File: config.mk
export PLATFORM = sky130hd
export DESIGN_NAME = branch_resolve
export DESIGN_NICKNAME = d
export VERILOG_FILES = /design/src/rtl/branch_resolve.sv
export SDC_FILE = /design/constraint.sdc
export NUM_CORES = 1
export LEC_CHECK = 0
export ABC_AREA = 1
export CAP_MARGIN = 20
export CORE_ASPECT_RATIO = 1.4
export CORE_MARGIN = 8
export CORE_UTILIZATION = 25
export CTS_BUF_LIST = sky130_fd_sc_hd__clkbuf_16
export CTS_CLUSTER_SIZE = 25
export DETAILED_ROUTE_END_ITERATION = 10
export PLACE_DENSITY = 0.58
export SETUP_SLACK_MARGIN = 0.15
export SYNTH_ARGS = -nofsm -noshare
export SYNTH_HDL_FRONTEND = slang
export SYNTH_SLANG_ARGS = --single-unit
File: constraint.sdc
create_clock -name clk -period 4.5 [get_ports clk]
set_clock_uncertainty 0.1 [all_clocks]
set_input_delay 0.675 -clock clk [delete_from_list [all_inputs] [get_ports clk]]
set_output_delay 0.675 -clock clk [all_outputs]
set_load 0.01 [all_outputs]
File: src/rtl/branch_resolve.sv
// IF/ID register with branch condition and target resolution feeding the fetch redirect.
// Optional perf counters are built when BRANCH_PERF_CNT_EN is defined.
module branch_resolve (
   input  logic        clk,
   input  logic        rst,
   input  logic        enable,
   input  logic [15:0] PC_curr,
   input  logic [15:0] PC_next,
   input  logic [15:0] PC_inst,
   input  logic [1:0]  prediction,
   input  logic [15:0] predicted_target,
   input  logic [2:0]  flags,
   input  logic [15:0] reg_target,
   output logic [3:0]  IF_ID_PC_curr,
   output logic [1:0]  IF_ID_prediction,
   output logic        actual_taken,
   output logic [15:0] actual_target,
   output logic        wen_BTB,
   output logic        wen_BHT,
   output logic        update_PC,
   output logic        IF_ID_valid,
   output logic [15:0] branch_count,
   output logic [15:0] mispredict_count
);

   typedef struct packed {
      logic        valid;
      logic [15:0] pc_curr;
      logic [15:0] pc_next;
      logic [15:0] inst;
      logic [1:0]  pred;
      logic [15:0] pred_tgt;
   } if_id_t;

   if_id_t      id_q;
   if_id_t      id_d;

   logic        is_branch;
   logic        is_br_reg;
   logic        cond_ok;
   logic        mispredicted;
   logic        target_miscomputed;
   logic [2:0]  ccc;
   logic        flag_z;
   logic        flag_v;
   logic        flag_n;
   logic [7:0]  cond_vec;
   logic [15:0] b_offset;
   logic [15:0] b_target;
   logic        unused_pc_hi;

   // Only the low PC bits leave this stage; the rest is kept for debug visibility
   assign unused_pc_hi = ^id_q.pc_curr[15:4];

   // Next IF/ID contents: hold on stall, bubble on redirect, else take fetch
   always_comb begin
      id_d = id_q;
      if (enable) begin
         if (update_PC) begin
            id_d = '0;
         end else begin
            id_d.valid    = 1'b1;
            id_d.pc_curr  = PC_curr;
            id_d.pc_next  = PC_next;
            id_d.inst     = PC_inst;
            id_d.pred     = prediction;
            id_d.pred_tgt = predicted_target;
         end
      end
   end

   // IF/ID pipeline register
   always_ff @(posedge clk or posedge rst) begin
      if (rst) begin
         id_q <= '0;
      end else begin
         id_q <= id_d;
      end
   end

   assign flag_z = flags[2];
   assign flag_v = flags[1];
   assign flag_n = flags[0];
   assign ccc    = id_q.inst[11:9];

   // One bit per condition code, indexed by ccc
   assign cond_vec = {
      1'b1,
      flag_v,
      flag_n | flag_z,
      flag_z | (~flag_z & ~flag_n),
      flag_n,
      ~flag_z & ~flag_n,
      flag_z,
      ~flag_z
   };

   assign cond_ok   = cond_vec[ccc];
   assign is_branch = id_q.valid & (id_q.inst[15:13] == 3'b110);
   assign is_br_reg = id_q.inst[12];

   assign b_offset = {{6{id_q.inst[8]}}, id_q.inst[8:0], 1'b0};
   assign b_target = id_q.pc_next + b_offset;

   assign actual_taken = is_branch & cond_ok;

   // Resolved target; zero whenever the branch falls through
   always_comb begin
      actual_target = 16'h0000;
      if (actual_taken) begin
         if (is_br_reg) begin
            actual_target = reg_target;
         end else begin
            actual_target = b_target;
         end
      end
   end

   assign mispredicted       = id_q.pred[1] != actual_taken;
   assign target_miscomputed = id_q.pred_tgt != actual_target;

   assign wen_BHT   = enable & is_branch & mispredicted;
   assign wen_BTB   = enable & is_branch
                    & (actual_taken | target_miscomputed);
   assign update_PC = enable & actual_taken
                    & (mispredicted | target_miscomputed);

   assign IF_ID_PC_curr    = id_q.pc_curr[3:0];
   assign IF_ID_prediction = id_q.pred;
   assign IF_ID_valid      = id_q.valid;

`ifdef BRANCH_PERF_CNT_EN
   logic [15:0] br_cnt_q;
   logic [15:0] mp_cnt_q;

   // Saturating counts of resolved branches and redirects
   always_ff @(posedge clk or posedge rst) begin
      if (rst) begin
         br_cnt_q <= 16'h0000;
         mp_cnt_q <= 16'h0000;
      end else begin
         if (enable && is_branch && br_cnt_q != 16'hFFFF) begin
            br_cnt_q <= br_cnt_q + 16'd1;
         end
         if (update_PC && mp_cnt_q != 16'hFFFF) begin
            mp_cnt_q <= mp_cnt_q + 16'd1;
         end
      end
   end

   assign branch_count     = br_cnt_q;
   assign mispredict_count = mp_cnt_q;
`else
   assign branch_count     = 16'h0000;
   assign mispredict_count = 16'h0000;
`endif

endmodule

# [Word level (Yosys, flattened, before mapping)]
# Index checks and enable logic that the tools add are counted.
[totals] regBits=55 in_bits=88 out_inout_bits=59
[op_classes] n_addsub=1 magnitude_cmp=1 n_eq_ne=3 mux=5 bitwise=14
[op_table] cell="67-bit 2-to-1 mux" count=1
[op_table] cell="16-bit 2-to-1 mux" count=2
[op_table] cell="16-bit adder" count=1
[op_table] cell="16-bit != test" count=1
[op_table] cell="1-bit AND" count=8
[op_table] cell="3-bit by 4-bit less-than comparator with 1-bit output, second input constant" count=1
[op_table] cell="1-bit OR" count=4
[op_table] cell="1-bit binary-select mux with 3-bit select" count=1
[op_table] cell="3-bit equality test, second input constant" count=1
[op_table] cell="1-bit inverter" count=2
[op_table] cell="1-bit 2-to-1 mux" count=1
[op_table] cell="1-bit != test" count=1

# [Longest topological paths before layout]
[logic_depth] depth_word=11 ltp_mapped=21 depth_no_buf=20

# [Worst setup path before layout]
# Ideal clock, no wire load.
[synth_timing] path_type="register -> output" startpoint="register id_q[35] (netlist bit)" endpoint="output port update_PC" t_arrival_ns=2.242 required_ns=3.725 slack_ns=1.483 stages_incl_launch_ff=19 path_buffers=0 cell_sequence="dfrtp_1 > ha_1 > fa_1 > nand2_1 > nand2_1 > nand3_1 > nand2_1 > nand2_1 > nand3_1 > nand3_1 > nand2_1 > nand2_1 > nand2_1 > inv_1 > nand2_1 > nor2_1 > nand4_1 > nand2_4 > inv_1"
[synth_between] elab_chain_cells=6
[synth_rtl] element="start, declared" line="35" text="if_id_t id_q;"
[synth_rtl] element="start signal, assigned" line="77" text="id_q <= id_d;"
[synth_rtl] element="16-bit adder" line="103" text="assign b_target = id_q.pc_next + b_offset;"
[synth_rtl] element="16-bit 2-to-1 mux" line="111" text="if (is_br_reg) begin"
[synth_rtl] element="16-bit 2-to-1 mux" line="110" text="if (actual_taken) begin"
[synth_rtl] element="16-bit != test" line="120" text="assign target_miscomputed = id_q.pred_tgt != actual_target;"
[synth_rtl] element="1-bit OR" line="126" text="& (mispredicted | target_miscomputed);"
[synth_rtl] element="1-bit AND" line="126"
[synth_rtl] element="end, declared" line="20" text="output logic update_PC,"
# Every way passes these cells.

# [Final worst setup path]
# Ends and elaborated chain as after synthesis.

==> run summary <==
Clock Pin Slew Worst Setup and Hold Paths -> 0.08 ns
area delta synth->final -> 28.5%
Post-Route WL -> 12,900 um
Placement Rows -> 56
min cycle time layout -> 4.08 ns
CP cell instances -> ha_1, fa_2, nand2_1, nand2_1, nand3_1, nand2_1, nand2_1, nand3_1, nand3_1, nand2_1, nand2_1, nand2_1, inv_1, nand2_1, nor2_4, nand4_1, nand2_4, inv_1, clkdlybuf4s50_1
largest net degree at the start of global routing -> 55
# DRC -> 0
CP dominant cell by count -> nand2_1
post-route worst setup slack -> 0.415 ns
Core Area -> 16,600 sq um
multi-input combinational cell area -> 2230 sq um
Crit path required time -> 3.72 ns
total global-route track usage -> 12.2%
hold path depth -> 2
HPWL after DPL -> 10,100 um
port bufs -> 102
die footprint -> 21,200 sq um
Reg area -> 1380 sq um
initial antenna violation count -> 0
Num Clock Sinks -> 55
Hold Vio Cnt, Final -> 0
Worst Tran Pin Value -> 0.720 ns
first-pass GRT wire length -> 20,300 um
CTS Root Cell -> clkbuf_16
Longest Clk Path Bufs -> 2
area share of the largest cell type after synthesis -> 32.9%
area leader, netlist -> dfrtp_1
post-synthesis cell type count -> 29
worst hold path class -> reg -> reg
peak supply drop -> 0.000188 V
H-Tree Depth -> 2
Worst path slowest cell -> clkdlybuf4s50_1
Mapped Area -> 4190 sq um
postcts setup bufs -> 0
cell family with most CP delay -> simple AND/OR/NAND/NOR gates
antenna fix cells -> 0
CP max FO -> 3
yosys warns -> 0
max-slew violations -> 0
final setup vio count -> 0
Core Util, Final -> 32.4%
Avg Synthesized Cell Area -> 6.66 sq um
FF+latch count, synth -> 55
Worst-Skew Late Latency -> 0.30 ns
Finished Cell Area -> 5380 sq um
cts hold-fix bufs -> 0
PD cells -> 275 nW/um^2
leakage -> 2.91 nW
CP Depth -> 19
CP Class -> reg -> out
Worst Path Arrival -> 3.31 ns
routability cong. -> 0.868
Cell Area, Placed -> 5200 sq um
CP Launch Type -> register
slowest stage delay, CP -> 0.48 ns
number of DRC markers in iteration 0 -> 179
Worst slew margin -> 51.7%
Worst Hold Slack -> 0.382 ns
Via-to-Cell Ratio -> 4.27
Crit path buffers/inverters -> 3
total number of vias -> 3,946
R2R depth -> 20
num ports -> 147
nets -> 824
vias in the first global route -> 3,996
sequential-to-total area share from yosys stat -> 32.9%
GRT overflow -> 0
Synth area leaders -> dfrtp_1, nand2_1, nand3_1
die width -> 125 um
post-route ant nets -> 0
TNS Setup -> 0 ns
Die Span Y -> 169 um
fmax -> 245 MHz
Cells after Synth -> 629
outcome -> finished, final reports clean
DR WL/cell -> 13.9 um
layout cells sized above 1 -> 6.23%
Starting Density -> 25.2%
RSZ-0062 raised after global routing -> false
CTS tree -> built
worst slack at placement -> 0.222 ns
CTS buffer count -> 5
crit path capture type -> output pin
fill count -> 1,823
drt first pass iters -> 5
Max Cap Viol -> 0
period utilization -> 90.8%
-- cell usage after synthesis, drive strengths merged --
cell	n
xor2	2
clkinv	1
conb	1
a21oi	8
nand2	250
xnor2	7
nand3	90
nor3	2
dfrtp	55
inv	76
nand4	8
nor3b	1
clkbuf	6
o21ai	1
nor2	47
nand3b	3
ha	14
a31oi	1
fa	1
buf	52
and2	2
or2	1
-- kinds of logic (layout without fill, tap and decap cells) --
logic type / after synthesis / after routing / share of synthesized area (%)
XOR/XNOR: 9 / 9 / 1.88
buffers and inverters: 135 / 196 / 17.5
AO/OA/AOI/OAI: 10 / 10 / 1.31
adder cells (fa/ha/maj): 15 / 15 / 4.66
other: 1 / 32 / 0.0896
AND/OR/NAND/NOR: 404 / 405 / 41.7
flip-flops: 55 / 55 / 32.9
-- timing repair --
item | CTS | global route
endpoints found under the setup margin | 0 | 2
hold endpoints to repair | 0 | 0
gates resized for setup | 0 | 10
-- where the power goes --
group / leakage, nW / switching (mW) / internal [mW] / total, mW
Sequential: 0.667 / 0.0375 / 0.541 / 0.579
Clock: 0.0658 / 0.191 / 0.206 / 0.397
Combinational: 2.18 / 0.291 / 0.214 / 0.505
Total: 2.91 / 0.520 / 0.961 / 1.48
-- final cells by class --
| cell class | instances | share of cell area [%] |
|---|---|---|
| clock buffer | 5 | 2.33 |
| clock inverter | 3 | 0.372 |
| inverter | 77 | 5.37 |
| multi-input combinational | 471 | 41.5 |
| sequential | 55 | 25.6 |
| tap | 203 | 4.72 |
| timing repair buffer | 111 | 20.1 |
-- registers in the layout, indices dropped and copies added, names as in the netlist --
register          flops
IF_ID_valid           1
IF_ID_PC_curr         4
IF_ID_prediction      2
id_q                 36
b_offset              9
ccc                   3
-- per-stage QoR --
step	total power, mW	instances
finish	1.48	925
global route	1.59	925
CTS	1.50	924
detailed placement	1.09	916
global placement	1.09	916
floorplan	0.924	660
-- metal layers --
metal	global-route usage, %	vias up	wire [um]
met5	0	-	0
met4	4.68	0	306
met3	2.58	16	542
met2	23.3	102	6830
met1	12.7	1773	5190
li1	-	2055	-
-- worst min-delay path, cell delays in order (launching register included) --
cell and delay (ns):
dfrtp_1 0.35, nand2_1 0.05, nand2_1 0.05
-- worst paths after layout --
check	startpoint	end	slack (ns)
setup / recovery	id_q[35]	update_PC	0.42
hold / removal	id_q[32]	id_q[32]	0.38
setup reg to reg	id_q[35]	id_q[6]	1.01
hold reg to reg	id_q[32]	id_q[32]	0.38
max in group asynchronous	rst	id_q[34]	3.05
min in group asynchronous	rst	IF_ID_PC_curr[0]	0.62
-- placed cells by master, fill, tap and decap left out, drive strengths merged --
cell type	count
a21oi	8
a31oi	1
and2	2
buf	10
clkbuf	5
clkdlybuf4s50	101
clkinv	2
clkinvlp	2
conb	32
dfrtp	55
fa	1
ha	14
inv	76
nand2	250
nand3	90
nand3b	3
nand4	8
nor2	48
nor3	2
nor3b	1
o21ai	1
or2	1
xnor2	7
xor2	2
(Power assumes the default switching activity.)
